**config.mk**
```make
export PLATFORM = sky130hd
export DESIGN_NAME = multicycle_ctrl_fsm
export DESIGN_NICKNAME = d
export VERILOG_FILES = /design/src/rtl/ctrl_pkg.sv /design/src/rtl/ctrl_opcode_decode.sv /design/src/rtl/multicycle_ctrl_fsm.sv
export SDC_FILE = /design/constraint.sdc
export NUM_CORES = 1
export LEC_CHECK = 0
export BUFFER_PORTS_ARGS = -buffer_cell sky130_fd_sc_hd__buf_2
export CAP_MARGIN = 20
export CORE_MARGIN = 4
export CORE_UTILIZATION = 45
export CTS_BUF_LIST = sky130_fd_sc_hd__clkbuf_2 sky130_fd_sc_hd__clkbuf_4 sky130_fd_sc_hd__clkbuf_8
export CTS_CLUSTER_DIAMETER = 200
export DETAILED_ROUTE_END_ITERATION = 10
export PLACE_DENSITY = 0.73
export SKIP_LAST_GASP = 1
export SYNTH_ARGS = -nofsm -noshare
export SYNTH_HDL_FRONTEND = slang
export SYNTH_SLANG_ARGS = --single-unit
```
**constraint.sdc**
```tcl
create_clock -name clk -period 4.3 [get_ports clk]
set_input_delay 0.645 -clock clk [delete_from_list [all_inputs] [get_ports clk]]
set_output_delay 0.645 -clock clk [all_outputs]
set_load 0.05 [all_outputs]
```
**src/rtl/ctrl_pkg.sv**
```systemverilog
// Shared types and codes for the multi-cycle RV64 control sequencer:
// state encoding, opcodes, instruction classes, ALU op and trap codes.
package ctrl_pkg;

    typedef enum logic [2:0] {
        S_IDLE,
        S_FETCH,
        S_DECODE,
        S_EXEC,
        S_MEM,
        S_WB,
        S_HALT,
        S_TRAP
    } state_t;

    typedef enum logic [2:0] {
        CLS_NONE,
        CLS_R,
        CLS_I,
        CLS_LD,
        CLS_SD,
        CLS_BEQ
    } cls_t;

    localparam logic [6:0] OP_R   = 7'h33;
    localparam logic [6:0] OP_I   = 7'h13;
    localparam logic [6:0] OP_LD  = 7'h03;
    localparam logic [6:0] OP_SD  = 7'h23;
    localparam logic [6:0] OP_BEQ = 7'h63;

    localparam logic [1:0] ALU_ADD   = 2'b00;
    localparam logic [1:0] ALU_SUB   = 2'b01;
    localparam logic [1:0] ALU_FUNCT = 2'b10;

    localparam logic [1:0] CAUSE_NONE = 2'b00;
    localparam logic [1:0] CAUSE_ILL  = 2'b01;
    localparam logic [1:0] CAUSE_IMEM = 2'b10;
    localparam logic [1:0] CAUSE_DMEM = 2'b11;

endpackage

```
**src/rtl/ctrl_opcode_decode.sv**
```systemverilog
// Combinational opcode classifier: instr -> instruction class, illegal flag.
// Ports: instr (IR), cls (class, NONE for halt word), illegal.
import ctrl_pkg::*;

module ctrl_opcode_decode #(
    parameter int HALT_ON_ZERO = 1
) (
    input  logic [31:0] instr,
    output cls_t        cls,
    output logic        illegal
);

    logic [6:0] op;
    logic       halt_word;

    assign op        = instr[6:0];
    assign halt_word = (HALT_ON_ZERO != 0) && (instr == 32'd0);

    // A halt word reports CLS_NONE with illegal low.
    always_comb begin
        cls     = CLS_NONE;
        illegal = 1'b0;
        unique case (1'b1)
            (op == OP_R):   cls = CLS_R;
            (op == OP_I):   cls = CLS_I;
            (op == OP_LD):  cls = CLS_LD;
            (op == OP_SD):  cls = CLS_SD;
            (op == OP_BEQ): cls = CLS_BEQ;
            halt_word:      cls = CLS_NONE;
            default:        illegal = 1'b1;
        endcase
    end

endmodule

```
**src/rtl/multicycle_ctrl_fsm.sv**
```systemverilog
// Multi-cycle sequencer: FETCH/DECODE/EXEC/MEM/WB with imem/dmem wait
// states and bus timeout. Ports: run/instr/alu_zero/readys in; enables out.
import ctrl_pkg::*;

module multicycle_ctrl_fsm #(
    parameter int TIMEOUT_CYC  = 255,
    parameter int HALT_ON_ZERO = 1
) (
    input  logic        clk,
    input  logic        reset,
    input  logic        run,
    input  logic [31:0] instr,
    input  logic        alu_zero,
    input  logic        imem_ready,
    input  logic        dmem_ready,
    output logic        imem_req,
    output logic        ir_write,
    output logic        pc_write,
    output logic        pc_src,
    output logic        dmem_req,
    output logic        dmem_we,
    output logic        alu_src,
    output logic [1:0]  alu_op,
    output logic        mem_to_reg,
    output logic        reg_write,
    output logic        retire,
    output logic        halted,
    output logic        trap,
    output logic [1:0]  trap_cause
);

    localparam logic [15:0] TO_LAST = 16'(TIMEOUT_CYC - 1);

    state_t      state, state_n;
    cls_t        cls_q, dec_cls;
    logic        dec_illegal;
    logic [15:0] wait_cnt;
    logic [1:0]  cause_q, cause_n;
    logic        timed_out;
    state_t      boundary;

    ctrl_opcode_decode #(
        .HALT_ON_ZERO(HALT_ON_ZERO)
    ) u_dec (
        .instr  (instr),
        .cls    (dec_cls),
        .illegal(dec_illegal)
    );

    // Count holds only while parked in FETCH/MEM; any transition clears it.
    always_ff @(posedge clk or negedge reset) begin
        if (!reset) begin
            state    <= S_IDLE;
            cls_q    <= CLS_NONE;
            wait_cnt <= '0;
            cause_q  <= CAUSE_NONE;
        end else begin
            state   <= state_n;
            cause_q <= cause_n;
            if (state == S_DECODE)
                cls_q <= dec_cls;
            if (state_n == state && (state == S_FETCH || state == S_MEM))
                wait_cnt <= wait_cnt + 16'd1;
            else
                wait_cnt <= '0;
        end
    end

    // Not-ready cycle that would make the count hit the limit.
    assign timed_out = (wait_cnt == TO_LAST);
    assign boundary  = run ? S_FETCH : S_IDLE;

    always_comb begin
        state_n    = state;
        cause_n    = cause_q;
        imem_req   = 1'b0;
        ir_write   = 1'b0;
        pc_write   = 1'b0;
        pc_src     = 1'b0;
        dmem_req   = 1'b0;
        dmem_we    = 1'b0;
        alu_src    = 1'b0;
        alu_op     = ALU_ADD;
        mem_to_reg = 1'b0;
        reg_write  = 1'b0;
        retire     = 1'b0;
        unique case (state)
            S_IDLE: begin
                if (run)
                    state_n = S_FETCH;
            end
            S_FETCH: begin
                imem_req = 1'b1;
                if (imem_ready) begin
                    ir_write = 1'b1;
                    pc_write = 1'b1;
                    state_n  = S_DECODE;
                end else if (timed_out) begin
                    state_n = S_TRAP;
                    cause_n = CAUSE_IMEM;
                end
            end
            S_DECODE: begin
                if (dec_illegal) begin
                    state_n = S_TRAP;
                    cause_n = CAUSE_ILL;
                end else if (dec_cls == CLS_NONE) begin
                    state_n = S_HALT;
                end else begin
                    state_n = S_EXEC;
                end
            end
            S_EXEC: begin
                unique case (cls_q)
                    CLS_R: begin
                        alu_op  = ALU_FUNCT;
                        state_n = S_WB;
                    end
                    CLS_I: begin
                        alu_src = 1'b1;
                        state_n = S_WB;
                    end
                    CLS_LD, CLS_SD: begin
                        alu_src = 1'b1;
                        state_n = S_MEM;
                    end
                    CLS_BEQ: begin
                        alu_op = ALU_SUB;
                        if (alu_zero) begin
                            pc_write = 1'b1;
                            pc_src   = 1'b1;
                        end
                        retire  = 1'b1;
                        state_n = boundary;
                    end
                    default: begin
                        state_n = S_TRAP;
                        cause_n = CAUSE_ILL;
                    end
                endcase
            end
            S_MEM: begin
                dmem_req = 1'b1;
                dmem_we  = (cls_q == CLS_SD);
                if (dmem_ready) begin
                    if (cls_q == CLS_SD) begin
                        retire  = 1'b1;
                        state_n = boundary;
                    end else begin
                        state_n = S_WB;
                    end
                end else if (timed_out) begin
                    state_n = S_TRAP;
                    cause_n = CAUSE_DMEM;
                end
            end
            S_WB: begin
                reg_write  = 1'b1;
                mem_to_reg = (cls_q == CLS_LD);
                retire     = 1'b1;
                state_n    = boundary;
            end
            S_HALT, S_TRAP: begin
                state_n = state;
            end
            default: state_n = S_IDLE;
        endcase
    end

    assign halted     = (state == S_HALT);
    assign trap       = (state == S_TRAP);
    assign trap_cause = cause_q;

endmodule

```
==> impl_results.md <==
* Outcome: complete, no violations
* Chip width at 67.4 µm
* DR iter-0 viols at 111
* Fin nets at 274
* Drt pass-1 iters at 5
* Sw frac at 0.461
* Synth unique cells at 44
* Die area at 0.00455 mm²
* Final setup vio count at 0
* CTS Sinks at 24
* Crit Path Class: flip-flop to output pin
* Simple-gate share of the synthesized area at 0.343
* Total number of vias at 1454
* CTS tree: built
* Crit start category: flip-flop
* Number of I/O port buffers at 53
* P_leak at 0.000817 µW
* H-tree levels at 1
* Worst skew pair latency at 310 ps
* CTS buffer count at 3
* Post-CTS Hold Fix Bufs at 0
* Crit path time final at 2580 ps
* HP Class: input port to asynchronous set/reset pin
* Most used DFF post-synth: dfrtp_1
* Via/cell ratio at 5.21
* Total setup buffers inserted after CTS at 0
* Slew Viols, Final at 0
* Synth Area in Adders at 0.0157
* Core Area at 0.00336 mm²
* Xor/xnor share of the synthesized area at 0.0827
* Layout Area Growth over Synthesis at 21.3%
* Largest net degree at the start of global routing at 25
* Post-CTS Resized at 0
* CP max FO at 18
* RSZ-0062 raised after global routing: false
* Initial antenna violation count at 0
* Die Height at 67.4 µm
* Synth Cell Area at 0.00159 mm²
* Clk buf depth at 2
* Clock skew at 2.30 ps
* Dpl cell area at 0.00187 mm²
* Placement Rows at 21
* Total GRT Usage at 0.174
* I/O pin count at 54
* Avg Synthesized Cell Area at 8.64 µm²
* Largest family of logic cells by synthesized area: simple AND/OR/NAND/NOR gates
* Antenna cell count at 0
* Sequential fraction of the synthesis area at 0.378
* Layout cells sized above 1 at 0.288
* Fraction of registers with async set or reset after synthesis at 1.00
* Post-synth EDFFs at 0
* Initial cell density of the core at 0.472
* Routability cong. at 0.794
* Design area at 0.00193 mm²
* F_max at 388 MHz
* CP Capture Type: output pin
* Compound-Gate Fraction of Synth Area at 0.136
* Worst path arrival time at 1930 ps
* Sequential share of power at 0.375
* Peak supply drop at 0.000182 V
* Routed Antenna Nets at 0
* Mapped Nets at 224
* Post-DP HPWL at 2.87 mm
* Actual slew at the worst max-slew pin at 646 ps
* Final period util at 0.599
* Total Power at 913 µW
* Root Buffer: clkbuf_4
* Global-route wire length before repair at 6.09 mm
* Synth Instances at 184
* Detailed Route WL at 3.64 mm
* Total gr overflow at 0
* Clock power share at 0.178
* Fin util at 0.573
* Mean routed wirelength per cell at 13.0 µm
* Internal power at 492 µW
* Vias in the first global route at 1359
* Mux contribution to synthesized area at 0.0142
* Reg clk slew, reported paths at 130 ps
* Synthesized flop and latch total at 24
* Setup TNS Final at 0 ps
* Fin. Hold Viols at 0
* Syn. warnings at 0
* CP required at 3650 ps
* Worst slew margin at 0.565
* Worst hold slack at 285 ps
* Logic gate share of total power at 0.448
* Max cap viols at 0
* Pwr/cell area at 474 mW/mm²
* DRC at 0
* Net Sw Power at 421 µW
[logic make-up after synthesis]
family	count (synthesis)
xor+xnor	15
buf+inv	11
mux	2
simple gates	101
flops	24
fa+ha+maj	2
compound gates	29
[flip-flops by register name, indices dropped and copies added, names as in the netlist]
register    count
cls_q           3
state           3
trap_cause      2
wait_cnt       16
[power groups by stage]
stage                     registers, µW  logic (µW)  clock network, µW
after floorplan                     289         380                  0
after global placement              345         406                  0
after detailed placement            345         411                  0
after CTS                           340         412                167
after global routing                354         450                179
final                               342         409                162
[critical path, cell delays in order, from the launching register on]
cell      delay [ps]
dfrtp_1          740
nand2b_1         270
nor2_1           230
or2_2            130
buf_2            250
[layer usage]
layer | up-vias | share of wire | track usage
met1 | 662 | 0.46 | 0.228
met4 | 0 | 0.0047 | 0.0532
li1 | 763 | - | -
met3 | 2 | 0.042 | 0.0250
met5 | - | 0 | 0
met2 | 27 | 0.49 | 0.296
[cells in the mapped netlist, drive strengths merged, types with 2 or more instances]
cell / instances / area (µm²)
or4: 2 / 18.8
or2: 2 / 12.5
mux2: 2 / 22.5
nor2: 28 / 105
inv: 3 / 11.3
o221ai: 2 / 35.0
and3: 3 / 18.8
nand3: 8 / 40.0
dfrtp: 24 / 601
and2: 2 / 12.5
buf: 2 / 15.0
nand2: 17 / 63.8
xnor2: 7 / 61.3
xor2: 8 / 70.1
nor4: 10 / 77.6
o21ai: 9 / 45.0
a2111o: 2 / 22.5
nand2b: 6 / 37.5
ha: 2 / 25.0
nand4: 4 / 25.0
nor3: 6 / 30.0
or3: 2 / 12.5
a21boi: 2 / 22.5
clkbuf: 6 / 22.5
a21oi: 8 / 40.0
nand3b: 4 / 30.0
[final timing paths]
check                      cells after the start                   endpoint  slack, ps                       from
max in group asynchronous                      1      wait_cnt[1]$_DFF_PN0_       3670                      reset
max                                            4                   pc_write       1720         state[0]$_DFF_PN0_
max reg2reg                                    5     wait_cnt[12]$_DFF_PN0_       2000     wait_cnt[12]$_DFF_PN0_
min                                            1      wait_cnt[5]$_DFF_PN0_        290                      reset
min in group clk                               1  trap_cause[1]$_DFFE_PN0P_        500  trap_cause[1]$_DFFE_PN0P_
min reg2reg                                    1  trap_cause[1]$_DFFE_PN0P_        500  trap_cause[1]$_DFFE_PN0P_
[layout by cell type (no fill, tap or decap), drive strengths merged, types with 4 or more instances in the layout]
cell / netlist / final
buf: 2 / 53
nand2b: 6 / 6
nand4: 4 / 4
xor2: 8 / 8
nand3b: 4 / 4
o21ai: 9 / 9
xnor2: 7 / 7
nor4: 10 / 10
nor2: 28 / 28
dfrtp: 24 / 24
nor3: 6 / 6
a21oi: 8 / 8
nand2: 17 / 17
nand3: 8 / 8
[area by class of cell]
type	instances	area (µm²)
timing repair buffer	53	265
clock inverter	1	30.0
multi-input combinational	149	940
sequential	24	601
clock buffer	3	22.5
tap	46	57.6
inverter	3	11.3
fill	318	1440
[through the flow]
stage,cells,worst slack (ps)
floorplan,184,1210
global placement,275,2050
CTS,279,1710
detailed placement,275,2010
finish,279,1720
global route,279,1460
No activity file was read; power rests on OpenSTA's default activity.
